==> src/rtl/alu_decoder.sv <==
// Second-level RV32I ALU control decoder: maps ALUop/opcode/funct3/funct7[5] to the
// 3-bit ALUControl code, optionally registered for pipeline staging.
module alu_decoder #(
    parameter int unsigned REG_OUT      = 1,
    parameter logic [2:0]  DEFAULT_CTRL = 3'b000
) (
    input  logic       clk,
    input  logic       rst_n,
    input  logic [6:0] op,
    input  logic [2:0] funct3,
    input  logic       funct7,
    input  logic [1:0] ALUop,
    output logic [2:0] ALUControl,
    output logic       illegal
);

    localparam int unsigned CTRL_W = 3;

    localparam logic [CTRL_W-1:0] ALU_ADD = CTRL_W'(3'b000);
    localparam logic [CTRL_W-1:0] ALU_SUB = CTRL_W'(3'b001);
    localparam logic [CTRL_W-1:0] ALU_AND = CTRL_W'(3'b010);
    localparam logic [CTRL_W-1:0] ALU_OR  = CTRL_W'(3'b011);
    localparam logic [CTRL_W-1:0] ALU_XOR = CTRL_W'(3'b100);
    localparam logic [CTRL_W-1:0] ALU_SLT = CTRL_W'(3'b101);
    localparam logic [CTRL_W-1:0] ALU_SLL = CTRL_W'(3'b110);
    localparam logic [CTRL_W-1:0] ALU_SRL = CTRL_W'(3'b111);

    logic [CTRL_W-1:0] ctrl_c;
    logic              illegal_c;

    // Only op[5] (R-type vs I-type) matters to the decode.
    logic op_unused_c;
    assign op_unused_c = ^{op[6], op[4:0]};

    // Decode; defaults give a defined result for every input combination.
    always_comb begin
        ctrl_c    = DEFAULT_CTRL;
        illegal_c = 1'b0;
        case (ALUop)
            2'b00: ctrl_c = ALU_ADD;
            2'b01: ctrl_c = ALU_SUB;
            2'b10: begin
                case (funct3)
                    3'b000: ctrl_c = ({op[5], funct7} == 2'b11) ? ALU_SUB : ALU_ADD;
                    3'b001: ctrl_c = ALU_SLL;
                    3'b010: ctrl_c = ALU_SLT;
                    3'b100: ctrl_c = ALU_XOR;
                    3'b101: begin
                        // SRA has no ALU encoding
                        if (funct7) begin
                            ctrl_c    = DEFAULT_CTRL;
                            illegal_c = 1'b1;
                        end else begin
                            ctrl_c = ALU_SRL;
                        end
                    end
                    3'b110: ctrl_c = ALU_OR;
                    3'b111: ctrl_c = ALU_AND;
                    default: begin
                        ctrl_c    = DEFAULT_CTRL;
                        illegal_c = 1'b1;
                    end
                endcase
            end
            default: begin
                ctrl_c    = DEFAULT_CTRL;
                illegal_c = 1'b1;
            end
        endcase
    end

    generate
        if (REG_OUT != 0) begin : g_reg
            always_ff @(posedge clk or negedge rst_n) begin
                if (!rst_n) begin
                    ALUControl <= '0;
                    illegal    <= 1'b0;
                end else begin
                    ALUControl <= ctrl_c;
                    illegal    <= illegal_c;
                end
            end
        end else begin : g_comb
            logic clk_unused_c;
            assign clk_unused_c = clk;
            assign ALUControl   = rst_n ? ctrl_c : '0;
            assign illegal      = rst_n & illegal_c;
        end
    endgenerate

endmodule

==> config.mk <==
export PLATFORM = sky130hd
export DESIGN_NAME = alu_decoder
export DESIGN_NICKNAME = d
export VERILOG_FILES = /design/src/rtl/alu_decoder.sv
export SDC_FILE = /design/constraint.sdc
export NUM_CORES = 1
export LEC_CHECK = 0
export ABC_AREA = 0
export BUFFER_PORTS_ARGS = -buffer_cell sky130_fd_sc_hd__buf_2
export CAP_MARGIN = 10
export CORE_AREA = 5 5 42 44
export CTS_CLUSTER_SIZE = 24
export DETAILED_ROUTE_END_ITERATION = 10
export DIE_AREA = 0 0 47 49
export SLEW_MARGIN = 20
export SYNTH_ARGS = -nofsm -noshare
export SYNTH_HDL_FRONTEND = slang
export SYNTH_SLANG_ARGS = --single-unit
==> constraint.sdc <==
create_clock -name clk -period 0.8 [get_ports clk]
set_clock_uncertainty 0.1 [all_clocks]
set_input_delay 0.04 -clock clk [delete_from_list [all_inputs] [get_ports clk]]
set_output_delay 0.04 -clock clk [all_outputs]
set_load 0.02 [all_outputs]
==> results of run 1 <==
==> Yosys cell counts <==
master	instances
nor2_1	3
dfrtp_1	4
o32ai_1	1
nor2b_1	1
and4bb_2	1
a21oi_1	3
nor3_1	2
nand2_1	3
a2111oi_1	1
ha_1	3
a32oi_1	1
o21ba_1	1
inv_1	3
o21ai_0	1
==> power by group through the flow <==
stage / Combinational [W] / Sequential, W / Clock (W)
6_report: 0.000156 / 0.000220 / 0.000234
5_1_grt: 0.000172 / 0.000220 / 0.000273
4_1_cts: 0.000151 / 0.000220 / 0.000251
3_5_place_dp: 0.000133 / 0.000219 / 0
3_3_place_gp: 0.000132 / 0.000219 / 0
2_1_floorplan: 0.0000491 / 0.000236 / 0
==> per-layer routing <==
layer	up-vias	share of wire [%]	track usage (%)
met3	0	9.9	2.21
li1	140	-	-
met5	-	0	0
met4	0	0	4.15
met1	116	39	6.37
met2	8	50	7.01
==> layout make-up <==
class / instances / area [um2]
inverter: 3 / 11.3
tap: 16 / 20.0
timing repair buffer: 16 / 118
sequential: 4 / 100
fill: 152 / 966
clock buffer: 3 / 22.5
multi-input combinational: 21 / 164
==> flip-flops by register name, indices dropped and copies added (netlist names) <==
register    count
ALUControl      3
illegal         1
==> cell families (layout without fill, tap and decap cells) <==
| group | count (synthesis) | count (layout) | synth area share (%) |
|---|---|---|---|
| simple gates | 10 | 10 | 19.9 |
| flops | 4 | 4 | 38.8 |
| compound gates | 8 | 8 | 22.3 |
| buf+inv | 3 | 22 | 4.37 |
| fa+ha+maj | 3 | 3 | 14.6 |
==> metrics by stage <==
step / setup TNS, ns / hold WS (ns) / cell area [um2] / util [%]
3_5_place_dp: -0.394 / -0.252 / 365 / 26.1
3_3_place_gp: -0.371 / -0.255 / 365 / 26.1
5_1_grt: -0.343 / 0.00843 / 435 / 31.1
4_1_cts: -0.274 / -0.0262 / 423 / 30.2
6_report: -0.228 / 0.00519 / 435 / 31.1
2_1_floorplan: 0 / -0.356 / 263 / -
==> path summary, 6_finish.rpt <==
kind,cells after the start,slack (ns),endpoint,startpoint
max in group asynchronous,2,0.43,ALUControl[0]$_DFF_PN0_,rst_n
max,1,-0.06,ALUControl[1],ALUControl[1]$_DFF_PN0_
min,2,0.005,ALUControl[2]$_DFF_PN0_,funct3[2]
min in group asynchronous,2,0.05,ALUControl[2]$_DFF_PN0_,rst_n
==> repair_timing <==
action / in CTS / in global routing
hold buffers: 1 / 0
setup endpoints to repair: 4 / 5
gates resized for setup: 8 / 1
endpoints found under the hold margin: 5 / 0
==> impl_metrics.toml, run 1 <==
[sta]
drv_slew = 0
timing.final.ws_setup_ns = -0.0635
rsz0062_at_grt = "true"
setup_viol = 4
slew_headroom_pct = 77.8
worstMarginPinSlew_ns = 0.330
period_needed_ns = 0.863
hold_viol = 0
max_freq_ghz = 1.16
post-route-period-util_pct = 108

[floorplanning]
dieArea_um2 = 2300
die_h_um = 49
core_area_um2 = 1400
num_rows = 14
initial_utilization_pct = 18.4
die_x_um = 47
io-pin-count = 19

[yosys]
ys_seq_elements = 4
synth.top_cell.area_share_pct = 38.8
synth_area_leaders = "dfrtp_1, ha_1, a21oi_1"
avgSynthCellArea_um2 = 9.21
ys_warn_count = 0
yosysUniqueCellTypes = 14
synthesis.area_um2 = 258
yosys.area.top_type = "dfrtp_1"
syn-num-nets = 46
syn_inst = 28
ys_seq_area_share_pct = 38.8

[critical_path]
cpPeakStageDelay_ns = 0.37
critPathRequiredTime_ns = 0.66
critPathKind = "flip-flop to output pin"
worst-path-buf-inv = 1
start_kind = "flip-flop"
endpoint_kind = "output pin"
cp_slowest_cell = "dfrtp_1"
cp_max_fo = 1
critPathTopFamily = "flip-flops"
cp_cell_sequence = "buf_6"
crit_arrival_ns = 0.72

[detailed_routing]
wirelength_um = 573
drt_first_pass_iters = 4
drc = 0
num_vias = 264
viasPerCell = 4.19
ant_nets = 0
wl_per_cell_um = 9.10
drt_iter0_markers = 4

[power_and_ir_drop]
p_leak_nw = 0.212
finalPower_w = 0.000611
p_int_w = 0.000459
sw_frac_of_total_pct = 24.8
p_seq_share_pct = 36.0
power.density_nw_per_um2 = 1400
clock_power_share_pct = 38.4
pwr-share-comb_pct = 25.6
switching_power_w = 0.000151
vdd_ir_drop_max_mv = 0.321

[final_layout]
area_growth_pct = 68.9
layout_commonest_cell = "buf_2"
layout_common_cells = "buf_2, dfrtp_1, buf_6"
diodes = 0
nets = 67
layout-drive-gt1-share_pct = 46.8
fin_cells = 63

[clocking]
cts_num_sinks = 4
cts_root_buf = "clkbuf_4"
htree_levels = 1
post-cts-setup-buffers = 0
cts_tree = "yes"
clock_path_buffers = 2
cts.clk_slew.worst_paths_ns = 0.03
cts_made_buffers = 3

[hold_path]
hp-class = "primary input to flip-flop"

[global_route]
antenna_found_initial = 0
grt_max_degree = 8
gr-total-overflow = 0
track_usage_pct = 5.28
grt_pass1_wl_um = 869
grt_pass1_vias = 232

[run_status]
outcome = "finished with violations"
violations = "setup timing"

[placement]
port_buffers = 12
dpl_worst_slack_ns = -0.158
gp_congestion = 0.710
dp_cells = 59
dp_hpwl_um = 478

[run]
drv_cap = 0
No activity file was read; power rests on OpenSTA's default activity.
==> run 2, diff against run 1 <==
--- a/config.mk
+++ b/config.mk
@@ -12,6 +12,7 @@
 export CTS_CLUSTER_SIZE = 24
 export DETAILED_ROUTE_END_ITERATION = 10
 export DIE_AREA = 0 0 47 49
+export SETUP_SLACK_MARGIN = 0.05
 export SLEW_MARGIN = 20
 export SYNTH_ARGS = -nofsm -noshare
 export SYNTH_HDL_FRONTEND = slang
==> run 2 against run 1 <==
  * The run ends with hold timing, setup timing left
  * Utilization decreased by 0.54 points
  * Global-route usage up 0.28 points
  * Final cell count decreased by 3.2%
  * Critical path type unchanged
  * Largest cell class unchanged
==> impl_metrics.toml, run 2 (synthesized netlist as in run 1, its figures left out) <==
[run_status]
outcome = "finished with violations"
violations = "hold timing, setup timing"

[critical_path]
cp_max_fo = 1
worst-path-buf-inv = 1
cp_cell_sequence = "buf_6"
start_kind = "flip-flop"
critPathTopFamily = "flip-flops"
crit_arrival_ns = 0.73
cpPeakStageDelay_ns = 0.37
critPathRequiredTime_ns = 0.66
endpoint_kind = "output pin"
cp_slowest_cell = "dfrtp_1"
critPathKind = "flip-flop to output pin"

[final_layout]
seq_area_um2 = 100
largest_reg_flops = 3
nets = 65
area_growth_pct = 66.0
diodes = 0
regMostFlops = "ALUControl"
layout-drive-gt1-share_pct = 48.9
fillers = 159
layout_commonest_cell = "buf_2"
multi_input_area_um2 = 166
final_core_util_pct = 30.5
layout_common_cells = "buf_2, dfrtp_1, buf_6"
reg.largest.list = "ALUControl x3, illegal x1"

[floorplanning]
num_rows = 14
die_x_um = 47
die_h_um = 49
core_area_um2 = 1400
io-pin-count = 19
initial_utilization_pct = 18.4
dieArea_um2 = 2300

[clocking]
clock_path_buffers = 2
ctsHoldBuffers = 1
cts_num_sinks = 4
cts.clk_slew.worst_paths_ns = 0.04
htree_levels = 1
cts_tree = "yes"
cts_made_buffers = 3
cts_root_buf = "clkbuf_4"

[sta]
whs_ns = -0.0259
rsz0062_at_grt = "true"
max_freq_ghz = 1.15
hold_viol = 1
period_needed_ns = 0.869
setup_viol = 4
timing.final.ws_setup_ns = -0.0691
worstMarginPinSlew_ns = 0.272
slew_headroom_pct = 81.8
post-route-period-util_pct = 109
setup_tns_ns = -0.246
drv_slew = 0

[power_and_ir_drop]
power.density_nw_per_um2 = 1460
finalPower_w = 0.000623
vdd_ir_drop_max_mv = 0.290
p_leak_nw = 0.202

[detailed_routing]
viasPerCell = 4.34
wl_per_cell_um = 10.3
wirelength_um = 627
num_vias = 265
ant_nets = 0
drt_first_pass_iters = 2
drt_iter0_markers = 2
drc = 0

[global_route]
grt_max_degree = 8
gr-total-overflow = 0
track_usage_pct = 5.56
grt_pass1_vias = 257
antenna_found_initial = 0
grt_pass1_wl_um = 883

[run]
drv_cap = 0

[hold_path]
hp-class = "primary input to flip-flop"

[placement]
port_buffers = 12
dp_hpwl_um = 536
gp_congestion = 0.629
## run 2: changes by cell type in the layout (fill, tap and decap cells not counted), sizes merged
cell,change
buf,-2
## run 2: worst paths after layout
kind	startpoint	endpoint	slack, ns	depth (start not counted)
setup / recovery	ALUControl[2]$_DFF_PN0_	ALUControl[2]	-0.07	1
max in group asynchronous	rst_n	illegal$_DFF_PN0_	0.43	2
hold / removal	funct3[2]	ALUControl[2]$_DFF_PN0_	-0.03	2
min in group asynchronous	rst_n	ALUControl[1]$_DFF_PN0_	0.04	2
## run 2: power by group
part	switching (W)	internal, W
registers	0.00000474	0.000215
logic	0.0000796	0.0000757
clock network	0.0000803	0.000168
## run 2: final cells by class
| cell class | instances | area share (%) |
|---|---|---|
| clock buffers | 3 | 5.26 |
| inverters | 3 | 3.80 |
| multi-input cells | 21 | 38.9 |
| flip-flops and latches | 4 | 23.4 |
| well taps | 16 | 4.68 |
| repair buffers | 14 | 24.0 |
## run 2: layer usage
layer	vias to the layer above	wire, um	GRT usage, %
li1	136	-	-
met1	119	225	5.04
met2	10	332	9.28
met3	0	69	1.11
met4	0	0	5.53
met5	-	0	0
## run 2: through the flow
stage	setup WS, ns	area (um2)	std cells
2_1_floorplan	0.0545	283	28
3_3_place_gp	-0.107	370	57
3_5_place_dp	-0.155	370	57
4_1_cts	-0.0843	428	61
5_1_grt	-0.0841	428	61
6_report	-0.0691	428	61
## run 2: what timing repair did
item,in CTS,in global routing
resized for setup,8,0
endpoints found under the setup margin,4,4
buffers inserted,0,0
pin swaps,0,0
cloned,0,0
endpoints found under the hold margin,5,1
